## src/rtl/line_buffer_ctrl.sv

```systemverilog
// line_buffer_ctrl: write/read sequencer for a 3-line feature buffer.
// Counts columns and rows of the incoming pixel stream, rotates the write
// among three line banks, and flags when a full 3-row window column is
// available at the (1-cycle latency) memory outputs.
module line_buffer_ctrl #(
    parameter int AWIDTH   = 10,
    parameter int MEM_SIZE = 512
) (
    input  logic              clk,
    input  logic              reset_n,
    input  logic [AWIDTH-1:0] cfg_width,
    input  logic [AWIDTH-1:0] cfg_height,
    input  logic              start,
    input  logic              in_valid,
    output logic              busy,
    output logic              cfg_err,
    output logic              wr_en,
    output logic [1:0]        wr_bank,
    output logic [AWIDTH-1:0] wr_addr,
    output logic [1:0]        top_bank,
    output logic [1:0]        mid_bank,
    output logic              win_valid,
    output logic [AWIDTH-1:0] win_col,
    output logic [AWIDTH-1:0] win_row,
    output logic              frame_done
);

    typedef enum logic [1:0] {
        IDLE,
        FILL,
        STREAM,
        DONE
    } state_t;

    // One extra bit so MEM_SIZE itself is representable in the compare.
    localparam logic [AWIDTH:0] MAX_WIDTH = (AWIDTH+1)'(MEM_SIZE);

    state_t            state;
    state_t            state_next;
    logic [AWIDTH-1:0] width_q;
    logic [AWIDTH-1:0] height_q;
    logic [AWIDTH-1:0] col;
    logic [AWIDTH-1:0] row;
    logic              accept;
    logic              eol;
    logic              last_pix;
    logic              cfg_legal;
    logic              start_ok;
    logic [1:0]        wr_bank_next;

    assign cfg_legal    = (cfg_width != '0) && ({1'b0, cfg_width} <= MAX_WIDTH) &&
                          (cfg_height != '0);
    assign start_ok     = (state == IDLE) && start && cfg_legal;
    assign accept       = in_valid && busy;
    assign eol          = (col == (width_q - AWIDTH'(1)));
    assign last_pix     = eol && (row == (height_q - AWIDTH'(1)));
    assign wr_bank_next = (wr_bank == 2'd2) ? 2'd0 : wr_bank + 2'd1;
    assign wr_en        = accept;
    assign wr_addr      = col;

    // State register.
    always_ff @(posedge clk or negedge reset_n) begin
        if (!reset_n) begin
            state <= IDLE;
        end else begin
            state <= state_next;
        end
    end

    // Next-state decode plus the state-derived busy/frame_done outputs.
    always_comb begin
        state_next = state;
        busy       = 1'b0;
        frame_done = 1'b0;
        case (state)
            IDLE: begin
                if (start_ok) begin
                    state_next = FILL;
                end
            end
            FILL: begin
                busy = 1'b1;
                if (accept && last_pix) begin
                    state_next = DONE;
                end else if (accept && eol && (row == AWIDTH'(1))) begin
                    state_next = STREAM;
                end
            end
            STREAM: begin
                busy = 1'b1;
                if (accept && last_pix) begin
                    state_next = DONE;
                end
            end
            DONE: begin
                frame_done = 1'b1;
                state_next = IDLE;
            end
            default: begin
                state_next = IDLE;
            end
        endcase
    end

    // Config latch, column/row counters and bank rotation.  The last pixel of
    // a frame freezes everything so counters never run past the frame end.
    // Start also restores the top/mid bank assignment so every frame begins
    // from the same bank layout, whatever height the previous frame had.
    always_ff @(posedge clk or negedge reset_n) begin
        if (!reset_n) begin
            width_q  <= '0;
            height_q <= '0;
            col      <= '0;
            row      <= '0;
            wr_bank  <= 2'd0;
            mid_bank <= 2'd2;
            top_bank <= 2'd1;
        end else if (start_ok) begin
            width_q  <= cfg_width;
            height_q <= cfg_height;
            col      <= '0;
            row      <= '0;
            wr_bank  <= 2'd0;
            mid_bank <= 2'd2;
            top_bank <= 2'd1;
        end else if (accept && !last_pix) begin
            if (eol) begin
                col      <= '0;
                row      <= row + AWIDTH'(1);
                top_bank <= mid_bank;
                mid_bank <= wr_bank;
                wr_bank  <= wr_bank_next;
            end else begin
                col <= col + AWIDTH'(1);
            end
        end
    end

    // Window flag and coordinates delayed one cycle to line up with the
    // bank read data; the error pulse is registered alongside.
    always_ff @(posedge clk or negedge reset_n) begin
        if (!reset_n) begin
            cfg_err   <= 1'b0;
            win_valid <= 1'b0;
            win_col   <= '0;
            win_row   <= '0;
        end else begin
            cfg_err   <= (state == IDLE) && start && !cfg_legal;
            win_valid <= accept && (state == STREAM);
            if (accept) begin
                win_col <= col;
                win_row <= row;
            end
        end
    end

endmodule

```

## config.mk

```make
export PLATFORM = sky130hd
export DESIGN_NAME = line_buffer_ctrl
export DESIGN_NICKNAME = d
export VERILOG_FILES = /design/src/rtl/line_buffer_ctrl.sv
export SDC_FILE = /design/constraint.sdc
export NUM_CORES = 1
export LEC_CHECK = 0
export ABC_AREA = 1
export CORE_MARGIN = 2
export CORE_UTILIZATION = 30
export CTS_CLUSTER_SIZE = 14
export DETAILED_ROUTE_END_ITERATION = 6
export PLACE_DENSITY_LB_ADDON = 0.25
export SYNTH_ARGS = -nofsm -noshare
export SYNTH_HDL_FRONTEND = slang
export SYNTH_SLANG_ARGS = --single-unit
```

## constraint.sdc

```tcl
create_clock -name clk -period 2.3 [get_ports clk]
set_clock_uncertainty 0.1 [all_clocks]
set_input_delay 0.345 -clock clk [delete_from_list [all_inputs] [get_ports clk]]
set_output_delay 0.345 -clock clk [all_outputs]
set_load 0.02 [all_outputs]
```

==> PnR_summary.wiki <==
{| class="wikitable"
! Metric !! Value
|-
| Critical path buffers and inverters || 3
|-
| Final clock period utilization by the worst path || 97.7%
|-
| Area contributors post-synth || sky130_fd_sc_hd__dfrtp_1 (41%), sky130_fd_sc_hd__nand2_1 (15%), sky130_fd_sc_hd__inv_1 (6.9%)
|-
| All-Layer GR Usage || 16.0%
|-
| Kind of end point of the critical path || flip-flop
|-
| Std-Cell Core Area || 13300 um2
|-
| Post-route DRC || 0
|-
| Kind of cell adding the most delay to the critical path || simple AND/OR/NAND/NOR gates
|-
| Final Max Tran Viols || 0
|-
| Global-route wire length before repair || 18500 um
|-
| Total design power || 7.37 mW
|-
| Detailed-route vias per instance || 4.65
|-
| Total area of sequential cells || 1750 um2
|-
| IO Pins || 65
|-
| Total Die Area || 14700 um2
|-
| Chain of cells forming the critical path || inv_2 -> ha_4 -> inv_2 -> nand2_1 -> nand2_1 -> nor2_2 -> nand3_1 -> nor2_2 -> nand3_2 -> nor2_4 -> nand2_2 -> nand2_4 -> nand2_8 -> clkbuf_16 -> nand2_2 -> o21ai_1
|-
| Count of nets left with antenna violations after detail routing || 0
|-
| Max transition margin || 66.1%
|-
| Transition time at the pin with the least slew margin || 0.508 ns
|-
| Setup CP Type || flip-flop to flip-flop
|-
| Synth top area share || 41.2%
|-
| Launching element type of the critical path || flip-flop
|-
| Number of clock sinks seen by CTS || 70
|-
| Final hold viol count || 0
|-
| Upper clock frequency limit || 445 MHz
|-
| Core Rows || 42
|-
| Effective utilization at floorplan || 30.9%
|-
| Fraction of layout cells with a size suffix above 1 || 17.6%
|-
| Setup-violating endpoint count in the final report || 0
|-
| WP data required || 2.42 ns
|-
| Arr. time, crit path || 2.37 ns
|-
| Outcome || completed
|-
| Number of antenna violations at the first check in global routing || 0
|-
| Area of the mapped netlist || 4130 um2
|-
| Vert. Die Dim || 121 um
|-
| CTS tree || done
|-
| Synthesized net count || 598
|-
| Top cell type by total area after synthesis || sky130_fd_sc_hd__dfrtp_1
|-
| H-Tree Level Count || 3
|-
| Crit path max-delay cell type || sky130_fd_sc_hd__dfrtp_1
|-
| Final Wtd Congestion || 0.896
|-
| Detailed-router iteration count before antenna repair || 4
|-
| Vias in the first global route || 3899
|-
| Gate count of the mapped netlist || 564
|-
| Area grow syn2layout || 44.1%
|-
| Total inserted antenna cells || 0
|-
| Sequential element share of the synthesized area || 42.5%
|-
| Overflow left after global routing || 0
|-
| Time the final worst path needs with I/O delays and setup || 2.25 ns
|-
| Number of synthesized register bits || 70
|-
| Final #Nets || 710
|-
| Post-detailed-routing wire length || 11400 um
|-
| Maximum number of pins on one net before global-route repair || 51
|-
| Highest cell delay on the worst timing path || 0.37 ns
|-
| Power density over the cells || 1240 nW/um2
|-
| Estimated wirelength of the detail-placed design || 8400 um
|-
| Number of buffers created by CTS || 9
|-
| Number of warnings issued by yosys || 0
|-
| Clk slew on worst S/H paths || 0.06 ns
|-
| TNS Setup || 0 ns
|-
| Kind of path behind the tightest hold check || flip-flop to flip-flop
|-
| Reported max-cap violation count || 0
|-
| Leakage || 2.88 nW
|-
| Clock latency on the worst-skew pair || 0.34 ns
|-
| Clock Path Buffers || 2
|-
| Unrepaired setup endpoints after global routing || yes
|-
| # port buffers || 64
|-
| Layout fillers || 1332
|-
| Routed wire per std cell || 13.3 um
|-
| Total vias in the final route || 3988
|-
| Die boundary width || 121 um
|-
| Critical path peak fanout || 7
|-
| Highest-count cells in the layout ignoring fill and taps || sky130_fd_sc_hd__nand2_1 (157), sky130_fd_sc_hd__inv_1 (71), sky130_fd_sc_hd__dfrtp_1 (68)
|-
| Initial drt markers || 244
|-
| Worst vdd rail ir drop || 0.727 mV
|-
| Number of distinct library cells after synthesis || 25
|-
| Multi-input gate area in the final layout || 2190 um2
|-
| Most frequent standard cell in the layout excluding fill and tap cells || sky130_fd_sc_hd__nand2_1
|-
| Mean cell area of the mapped netlist || 7.32 um2
|-
| Worst hold margin || 0.385 ns
|-
| Root buffer cell || sky130_fd_sc_hd__clkbuf_16
|}
logic make-up after synthesis:
| logic type | Yosys count | share of synthesized area, % |
|---|---|---|
| XOR/XNOR | 33 | 7.00 |
| AND/OR/NAND/NOR | 302 | 31.7 |
| adder cells (fa/ha/maj) | 10 | 3.03 |
| flip-flops | 70 | 42.5 |
| AO/OA/AOI/OAI | 56 | 6.85 |
| buffers and inverters | 93 | 8.97 |
area by class of cell:
type | instances | share of cell area [%]
clock buffers | 10 | 4.01
multi-input cells | 402 | 36.9
flip-flops and latches | 70 | 29.5
well taps | 176 | 3.70
repair buffers | 117 | 19.3
inverters | 76 | 4.79
clock inverters | 6 | 1.83
report_power, final:
part / internal [mW] / switching [mW] / total (mW)
combinational: 1.64 / 2.09 / 3.73
clock: 1.09 / 0.539 / 1.63
sequential: 1.61 / 0.396 / 2.01
Yosys cell counts:
library cell and number:
sky130_fd_sc_hd__xnor2_1 9, sky130_fd_sc_hd__a21oi_1 11, sky130_fd_sc_hd__nand2_2 3, sky130_fd_sc_hd__dfrtp_1 68
sky130_fd_sc_hd__dfstp_2 2, sky130_fd_sc_hd__nor4_1 6, sky130_fd_sc_hd__nor2_4 1, sky130_fd_sc_hd__ha_1 10
sky130_fd_sc_hd__nor2_1 49, sky130_fd_sc_hd__o21a_1 1, sky130_fd_sc_hd__inv_1 76, sky130_fd_sc_hd__clkbuf_1 9
sky130_fd_sc_hd__nand3_1 44, sky130_fd_sc_hd__or2_2 2, sky130_fd_sc_hd__xor2_1 24, sky130_fd_sc_hd__o21ai_0 44
sky130_fd_sc_hd__nand2_1 166, sky130_fd_sc_hd__buf_1 1, sky130_fd_sc_hd__nor2_2 5, sky130_fd_sc_hd__buf_6 2
sky130_fd_sc_hd__buf_2 5, sky130_fd_sc_hd__nand3b_1 2, sky130_fd_sc_hd__nand2_4 2, sky130_fd_sc_hd__nand4_1 18
sky130_fd_sc_hd__nor3_1 4
final timing paths:
kind                                  from     endpoint  slack, ns  depth (start not counted)
min in group asynchronous          reset_n   width_q[7]       0.42                          2
worst min register to register  win_col[1]   win_col[1]       0.38                          2
worst max-delay path            width_q[1]   wr_addr[5]       0.05                         16
worst max register to register  width_q[1]   wr_addr[5]       0.05                         16
worst min-delay path            win_col[1]   win_col[1]       0.38                          2
max in group asynchronous          reset_n  top_bank[0]       0.99                          3
registers in the layout, summed over array words and instances (netlist names):
register   flops
height_q      10
row           10
width_q       10
win_col       10
win_row       10
wr_addr       10
mid_bank       2
state          2
top_bank       2
wr_bank        2
cfg_err        1
win_valid      1
timing repair:
item,in CTS,in global routing
setup buffers,0,6
hold endpoints to repair,20,0
gates resized for setup,6,54
pin swaps,0,22
gates cloned,0,2
setup endpoints to repair,29,30
hold buffers,1,0
worst register-to-register path, delay by kind of cell (launching register included):
family,cells,cell delay (ns)
and+or+nand+nor,11,1.07
DFF,1,0.37
buffers and inverters,3,0.27
adders and majority gates,1,0.27
AOI/OAI and AO/OA,1,0.05
metrics by stage:
step	instances	setup WS [ns]	util, %	area, um2
after floorplan	564	0.120	-	4130
after global placement	832	-0.209	39.8	5310
after detailed placement	832	-0.244	39.8	5310
after CTS	849	0.0168	42.6	5680
after global routing	857	-0.0915	44.6	5950
final	857	0.0523	44.6	5950
per-layer routing:
layer	GRT usage [%]	share of wire, %	vias to the layer above
met1	18.9	44	1890
met3	3.99	3.8	18
met4	5.68	2.0	0
li1	-	-	2007
met5	0	0	-
met2	28.1	51	73
Note: power is estimated with default switching activity, not from simulation.
